===== src/rtl/acc_reg_file_p_if.sv =====
// Bus between the datapath control and the accumulator register file.
//
// Command semantics: regWrite, LUTSet, regSet, regGet, regSwap and clrReq are
// single-cycle strobes with no ready signal. A strobe is acted on only at a
// rising edge where busy is low. At most one action executes per edge. Any
// strobe that loses priority, or that arrives while busy is high, is dropped
// and never queued. Read data (accData, opRegData) reflects register state
// only, never the commands of the current cycle.
interface acc_reg_file_p_if #(
    parameter int DW = 8,
    parameter int PW = 4
);
    logic          regWrite;
    logic          LUTSet;
    logic          regSet;
    logic          regGet;
    logic          regSwap;
    logic          clrReq;
    logic [DW-1:0] writeData;
    logic [DW-1:0] LUTaddr;
    logic [PW-1:0] opRegAddr;
    logic [DW-1:0] accData;
    logic [DW-1:0] opRegData;
    logic          busy;
    logic          clrDone;
    logic [1:0]    dbg_state;

    modport master (
        output regWrite, LUTSet, regSet, regGet, regSwap, clrReq,
        output writeData, LUTaddr, opRegAddr,
        input  accData, opRegData, busy, clrDone, dbg_state
    );

    modport slave (
        input  regWrite, LUTSet, regSet, regGet, regSwap, clrReq,
        input  writeData, LUTaddr, opRegAddr,
        output accData, opRegData, busy, clrDone, dbg_state
    );
endinterface


===== src/rtl/acc_reg_file_p.sv =====
// Accumulator-centred register file. r0 is the accumulator; it is loaded from
// the ALU or the branch LUT and exchanges data with any general register.
// A small FSM walks the file clearing one register per cycle on request.
module acc_reg_file_p #(
    parameter int DW = 8,
    parameter int PW = 4
) (
    input logic               clk,
    input logic               reset,
    acc_reg_file_p_if.slave   bus
);
    localparam int DEPTH = 2 ** PW;
    localparam logic [PW-1:0] LAST_IDX = '1;

    typedef enum logic [1:0] {
        IDLE  = 2'd0,
        CLEAR = 2'd1,
        DONE  = 2'd2
    } state_t;

    state_t        state;
    logic [PW-1:0] idx;
    logic [DW-1:0] regs [DEPTH];
    logic          busy_q;
    logic          done_q;

    // Reads come straight from storage: writes become visible the cycle after
    // the edge that performs them, and opRegAddr selects with zero latency.
    assign bus.accData   = regs[0];
    assign bus.opRegData = regs[bus.opRegAddr];
    assign bus.busy      = busy_q;
    assign bus.clrDone   = done_q;
    assign bus.dbg_state = state;

    // Command execution, clear engine and registered status flags.
    always_ff @(posedge clk or negedge reset) begin
        if (!reset) begin
            for (int i = 0; i < DEPTH; i++) begin
                regs[i] <= '0;
            end
            state  <= IDLE;
            idx    <= '0;
            busy_q <= 1'b0;
            done_q <= 1'b0;
        end else begin
            case (state)
                IDLE: begin
                    // Fixed priority; a winning no-op (address 0) still
                    // swallows every lower-priority strobe of this cycle.
                    if (bus.LUTSet) begin
                        regs[0] <= bus.LUTaddr;
                    end else if (bus.regWrite) begin
                        regs[0] <= bus.writeData;
                    end else if (bus.regSwap) begin
                        if (bus.opRegAddr != '0) begin
                            regs[0]             <= regs[bus.opRegAddr];
                            regs[bus.opRegAddr] <= regs[0];
                        end
                    end else if (bus.regGet) begin
                        if (bus.opRegAddr != '0) begin
                            regs[0] <= regs[bus.opRegAddr];
                        end
                    end else if (bus.regSet) begin
                        if (bus.opRegAddr != '0) begin
                            regs[bus.opRegAddr] <= regs[0];
                        end
                    end else if (bus.clrReq) begin
                        state  <= CLEAR;
                        idx    <= '0;
                        busy_q <= 1'b1;
                    end
                end
                CLEAR: begin
                    // idx wraps back to 0 after the last register.
                    regs[idx] <= '0;
                    idx       <= idx + PW'(1);
                    if (idx == LAST_IDX) begin
                        state  <= DONE;
                        done_q <= 1'b1;
                    end
                end
                DONE: begin
                    state  <= IDLE;
                    busy_q <= 1'b0;
                    done_q <= 1'b0;
                end
                default: begin
                    state  <= IDLE;
                    busy_q <= 1'b0;
                    done_q <= 1'b0;
                end
            endcase
        end
    end
endmodule


===== src/flat_wrapper.sv =====
// flat-port wrapper written by rule: the top's interface ports become plain ports
module acc_reg_file_p_flat 
#(
    parameter int DW = 8,
    parameter int PW = 4
)
  (clk, reset, bus_regWrite, bus_LUTSet, bus_regSet, bus_regGet, bus_regSwap, bus_clrReq, bus_writeData, bus_LUTaddr, bus_opRegAddr, bus_accData, bus_opRegData, bus_busy, bus_clrDone, bus_dbg_state);
  acc_reg_file_p_if #(.DW(DW), .PW(PW)) bus_i ();
  input logic clk;
  input logic reset;
  input wire logic [$bits(bus_i.regWrite)-1:0] bus_regWrite;
  input wire logic [$bits(bus_i.LUTSet)-1:0] bus_LUTSet;
  input wire logic [$bits(bus_i.regSet)-1:0] bus_regSet;
  input wire logic [$bits(bus_i.regGet)-1:0] bus_regGet;
  input wire logic [$bits(bus_i.regSwap)-1:0] bus_regSwap;
  input wire logic [$bits(bus_i.clrReq)-1:0] bus_clrReq;
  input wire logic [$bits(bus_i.writeData)-1:0] bus_writeData;
  input wire logic [$bits(bus_i.LUTaddr)-1:0] bus_LUTaddr;
  input wire logic [$bits(bus_i.opRegAddr)-1:0] bus_opRegAddr;
  output wire logic [$bits(bus_i.accData)-1:0] bus_accData;
  output wire logic [$bits(bus_i.opRegData)-1:0] bus_opRegData;
  output wire logic [$bits(bus_i.busy)-1:0] bus_busy;
  output wire logic [$bits(bus_i.clrDone)-1:0] bus_clrDone;
  output wire logic [$bits(bus_i.dbg_state)-1:0] bus_dbg_state;
  assign bus_i.regWrite = bus_regWrite;
  assign bus_i.LUTSet = bus_LUTSet;
  assign bus_i.regSet = bus_regSet;
  assign bus_i.regGet = bus_regGet;
  assign bus_i.regSwap = bus_regSwap;
  assign bus_i.clrReq = bus_clrReq;
  assign bus_i.writeData = bus_writeData;
  assign bus_i.LUTaddr = bus_LUTaddr;
  assign bus_i.opRegAddr = bus_opRegAddr;
  assign bus_accData = bus_i.accData;
  assign bus_opRegData = bus_i.opRegData;
  assign bus_busy = bus_i.busy;
  assign bus_clrDone = bus_i.clrDone;
  assign bus_dbg_state = bus_i.dbg_state;
  acc_reg_file_p #(.DW(DW), .PW(PW)) u_core (.clk(clk), .reset(reset), .bus(bus_i));
endmodule

===== config.mk =====
export PLATFORM = sky130hd
export DESIGN_NAME = acc_reg_file_p_flat
export DESIGN_NICKNAME = d
export VERILOG_FILES = /design/src/rtl/acc_reg_file_p_if.sv /design/src/rtl/acc_reg_file_p.sv /design/src/flat_wrapper.sv
export SDC_FILE = /design/constraint.sdc
export NUM_CORES = 1
export LEC_CHECK = 0
export BUFFER_PORTS_ARGS = -buffer_cell sky130_fd_sc_hd__buf_4
export CORE_ASPECT_RATIO = 1.1
export CORE_MARGIN = 5
export CORE_UTILIZATION = 38
export DETAILED_ROUTE_END_ITERATION = 16
export GPL_TIMING_DRIVEN = 0
export RECOVER_POWER = 50
export SYNTH_ARGS = -nofsm -noshare
export SYNTH_HDL_FRONTEND = slang
export SYNTH_SLANG_ARGS = --single-unit

===== constraint.sdc =====
create_clock -name clk -period 1.6 [get_ports clk]
set_input_delay 0.08 -clock clk [delete_from_list [all_inputs] [get_ports clk]]
set_output_delay 0.08 -clock clk [all_outputs]
set_load 0.1 [all_outputs]

==> results.json <==
{
  "status": "finished with violations",
  "violations": "setup timing",
  "placed_cell_area_um2": 7740,
  "p_sw_uw": 6420,
  "p_sw_share_pct": 38.9,
  "fin_crit_sh_pct": 128,
  "crit_path_max_fanout": 2,
  "syn_avg_cell_area_um2": 11.3,
  "period_needed_ps": 2040,
  "h-tree-depth": 4,
  "hold_viol": 0,
  "netlist_area_um2": 6870,
  "finalSetupViolCount": 131,
  "dp_cells": 892,
  "die-width_um": 138,
  "fillers": 1592,
  "core_area_um2": 17700,
  "cts_buffer_depth": 2,
  "slowest_delay_ps": 520,
  "leakage_uw": 0.00397,
  "hold_class": "input pin to flop",
  "rsz0062_at_grt": "true",
  "end_kind": "primary output",
  "wl_per_cell_um": 23.9,
  "dieArea_um2": 20900,
  "row_count": 51,
  "final_util_pct": 50.9,
  "first_iter_violations": 530,
  "synth_edf_count": 0,
  "pre_cts_ws_ps": -578,
  "cts_root_buffer": "clkbuf_16",
  "fin_ws_ps": -443,
  "path_class": "flop to primary output",
  "antenna_found_initial": 0,
  "max_slew.worst_pin.slew_ps": 1030,
  "cpLargestDelayFamily": "multiplexers",
  "drc": 0,
  "ios": 48,
  "dr_total_vias": 5806,
  "async_flop_share_pct": 100,
  "ys_seq_elements": 136,
  "track_usage_pct": 22.2,
  "finClkSkew_ps": 8.84,
  "internal_power_uw": 10100,
  "yosysWarnings": 0,
  "post_drt_via_cell_ratio": 6.07,
  "hpwl_um": 15500,
  "synthesis.nets": 642,
  "hold_slack_ps": 43.5,
  "final_max_slew_viol_count": 0,
  "fin_nets": 737,
  "power_density_nw_per_um2": 1830,
  "peakVddDrop_mv": 0.946,
  "cap_violations": 0,
  "fmax_mhz": 490,
  "synth_cell_type_count": 42,
  "cp_num_buf_inv": 1,
  "drive_gt1_share_pct": 32.7,
  "initial_utilization_pct": 38.7,
  "instances_no_fill": 956,
  "clkTransAtPathRegs_ps": 60,
  "area_growth_syn_to_layout_pct": 31.4,
  "max_slew_margin_pct": 30.7,
  "netlist_instances": 610,
  "multi_input_area_um2": 3410,
  "ys_seq_area_share_pct": 49.6,
  "start_kind": "flop",
  "cts_tree": "done",
  "cp_data_required_time_ps": 1520,
  "seq_area_um2": 3420,
  "clk_latency_ps": 420,
  "post-route-cell-area_um2": 9030,
  "drt_first_pass_iters": 5,
  "cts_made_buffers": 17,
  "final_antenna_net_count": 0,
  "yosys_most_used_dff": "dfrtp_1",
  "grt-ovfl-total": 0,
  "antenna_cells": 0,
  "port_buffers": 43,
  "gp_congestion": 0.908,
  "cts_sinks": 136,
  "combinationalPowerShare_pct": 42.1,
  "final_common_cell": "dfrtp_1",
  "die_h_um": 151,
  "cp_cell_sequence": "mux4_2 -> mux2_4 -> nor2_4 -> a21oi_4 -> buf_12",
  "grt_pass1_wl_um": 35400,
  "layout_common_cells": "dfrtp_1 (124), a22o_1 (80), buf_4 (70)",
  "wl_um": 22900,
  "clockPowerShare_pct": 25.7,
  "grt_max_degree": 101,
  "cp_slowest_cell": "mux4_2",
  "power_frac_seq_pct": 32.2,
  "grt_pass1_vias": 5899,
  "crit_arrival_ps": 1960
}
==> registers in the layout, indices dropped and copies added, names as in the netlist <==
signal and cells:
u_core.bus.dbg_state 2, u_core.idx 4, u_core.bus.accData 8, u_core.bus.clrDone 1, u_core.bus.busy 1, u_core.regs 120
==> power groups by stage <==
stage / sequential, uW / combinational, uW / clock [uW]
5_1_grt: 5390 / 7290 / 4440
4_1_cts: 5270 / 6790 / 4290
2_1_floorplan: 5340 / 4070 / 0
3_3_place_gp: 5380 / 5610 / 0
3_5_place_dp: 5430 / 5710 / 0
6_report: 5300 / 6940 / 4240
==> area by class of cell <==
class / count / area share [%]
multi-input combinational: 401 / 37.8
clock inverter: 11 / 1.87
inverter: 13 / 0.596
clock buffer: 21 / 5.21
sequential: 136 / 37.9
tap: 238 / 3.30
timing repair buffer: 81 / 8.55
buffer: 55 / 4.75
==> repair_timing <==
item                                    CTS  global route
hold buffers                              1             0
setup buffers                            30             5
hold endpoints to repair                 36             0
pin swaps                                59            26
endpoints found under the setup margin  136           136
cloned                                    1             0
gates resized for setup                 116             9
==> worst reg2reg max path, stage by stage, from the launching register on <==
cell	delay [ps]
dfrtp_4	490
buf_6	120
nand2b_4	170
nor3b_4	250
a32oi_1	70
or2_1	260
buf_6	150
a22o_1	230
==> logic make-up after synthesis <==
group	synth area share [%]
AO/OA/AOI/OAI	23.7
flip-flops	49.6
AND/OR/NAND/NOR	9.04
buffers and inverters	5.63
multiplexers	11.4
adder cells (fa/ha/maj)	0.729
==> path summary, 6_finish.rpt <==
check	start	end	slack, ps	depth (start not counted)
worst max register to register	u_core.bus.dbg_state[1]	u_core.regs[46]	-260	7
min in group asynchronous	reset	u_core.regs[68]	370	2
max in group asynchronous	reset	u_core.bus.dbg_state[0]	150	3
worst min register to register	u_core.regs[108]	u_core.regs[108]	490	2
worst min-delay path	bus_writeData[5]	u_core.bus.accData[5]	40	4
worst max-delay path	u_core.regs[38]	bus_opRegData[6]	-440	5
==> per-stage QoR <==
stage | power, uW | TNS (ps)
floorplan | 9410 | -32670
global placement | 11000 | -56790
detailed placement | 11100 | -51440
CTS | 16400 | -25890
global route | 17100 | -39680
finish | 16500 | -27470
==> synth_stat cells (3+ instances only) <==
master    number  area [um^2]
o21ai_1        9         45.0
a22o_1        80          701
a32o_1        28          280
buf_6          3         33.8
ha_1           4         50.1
o21ai_0       19         95.1
buf_1          3         11.3
mux2_2         8         90.1
o211ai_2       3         37.5
nor2_2         3         18.8
nor2b_1        7         43.8
a32oi_1       11         96.3
buf_4         21          158
a21oi_1       27          135
nand2_1       57          214
mux4_2        16          360
o211ai_1       9         67.6
clkbuf_1      24         90.1
dfrtp_1      136         3400
or2_1         11         68.8
nand3_1        5         25.0
and2_1         6         37.5
inv_1         11         41.3
nor2_1        29          109
nand2b_1       3         18.8
a22oi_1       17          128
buf_2          9         45.0
mux2i_1       33          330
==> layer usage <==
layer  global-route usage (%)  wire [um]
met1                     27.2       9240
met2                     37.5      11200
met3                     4.42       1390
met4                     11.4       1050
met5                        0          0
(Power assumes the default switching activity.)
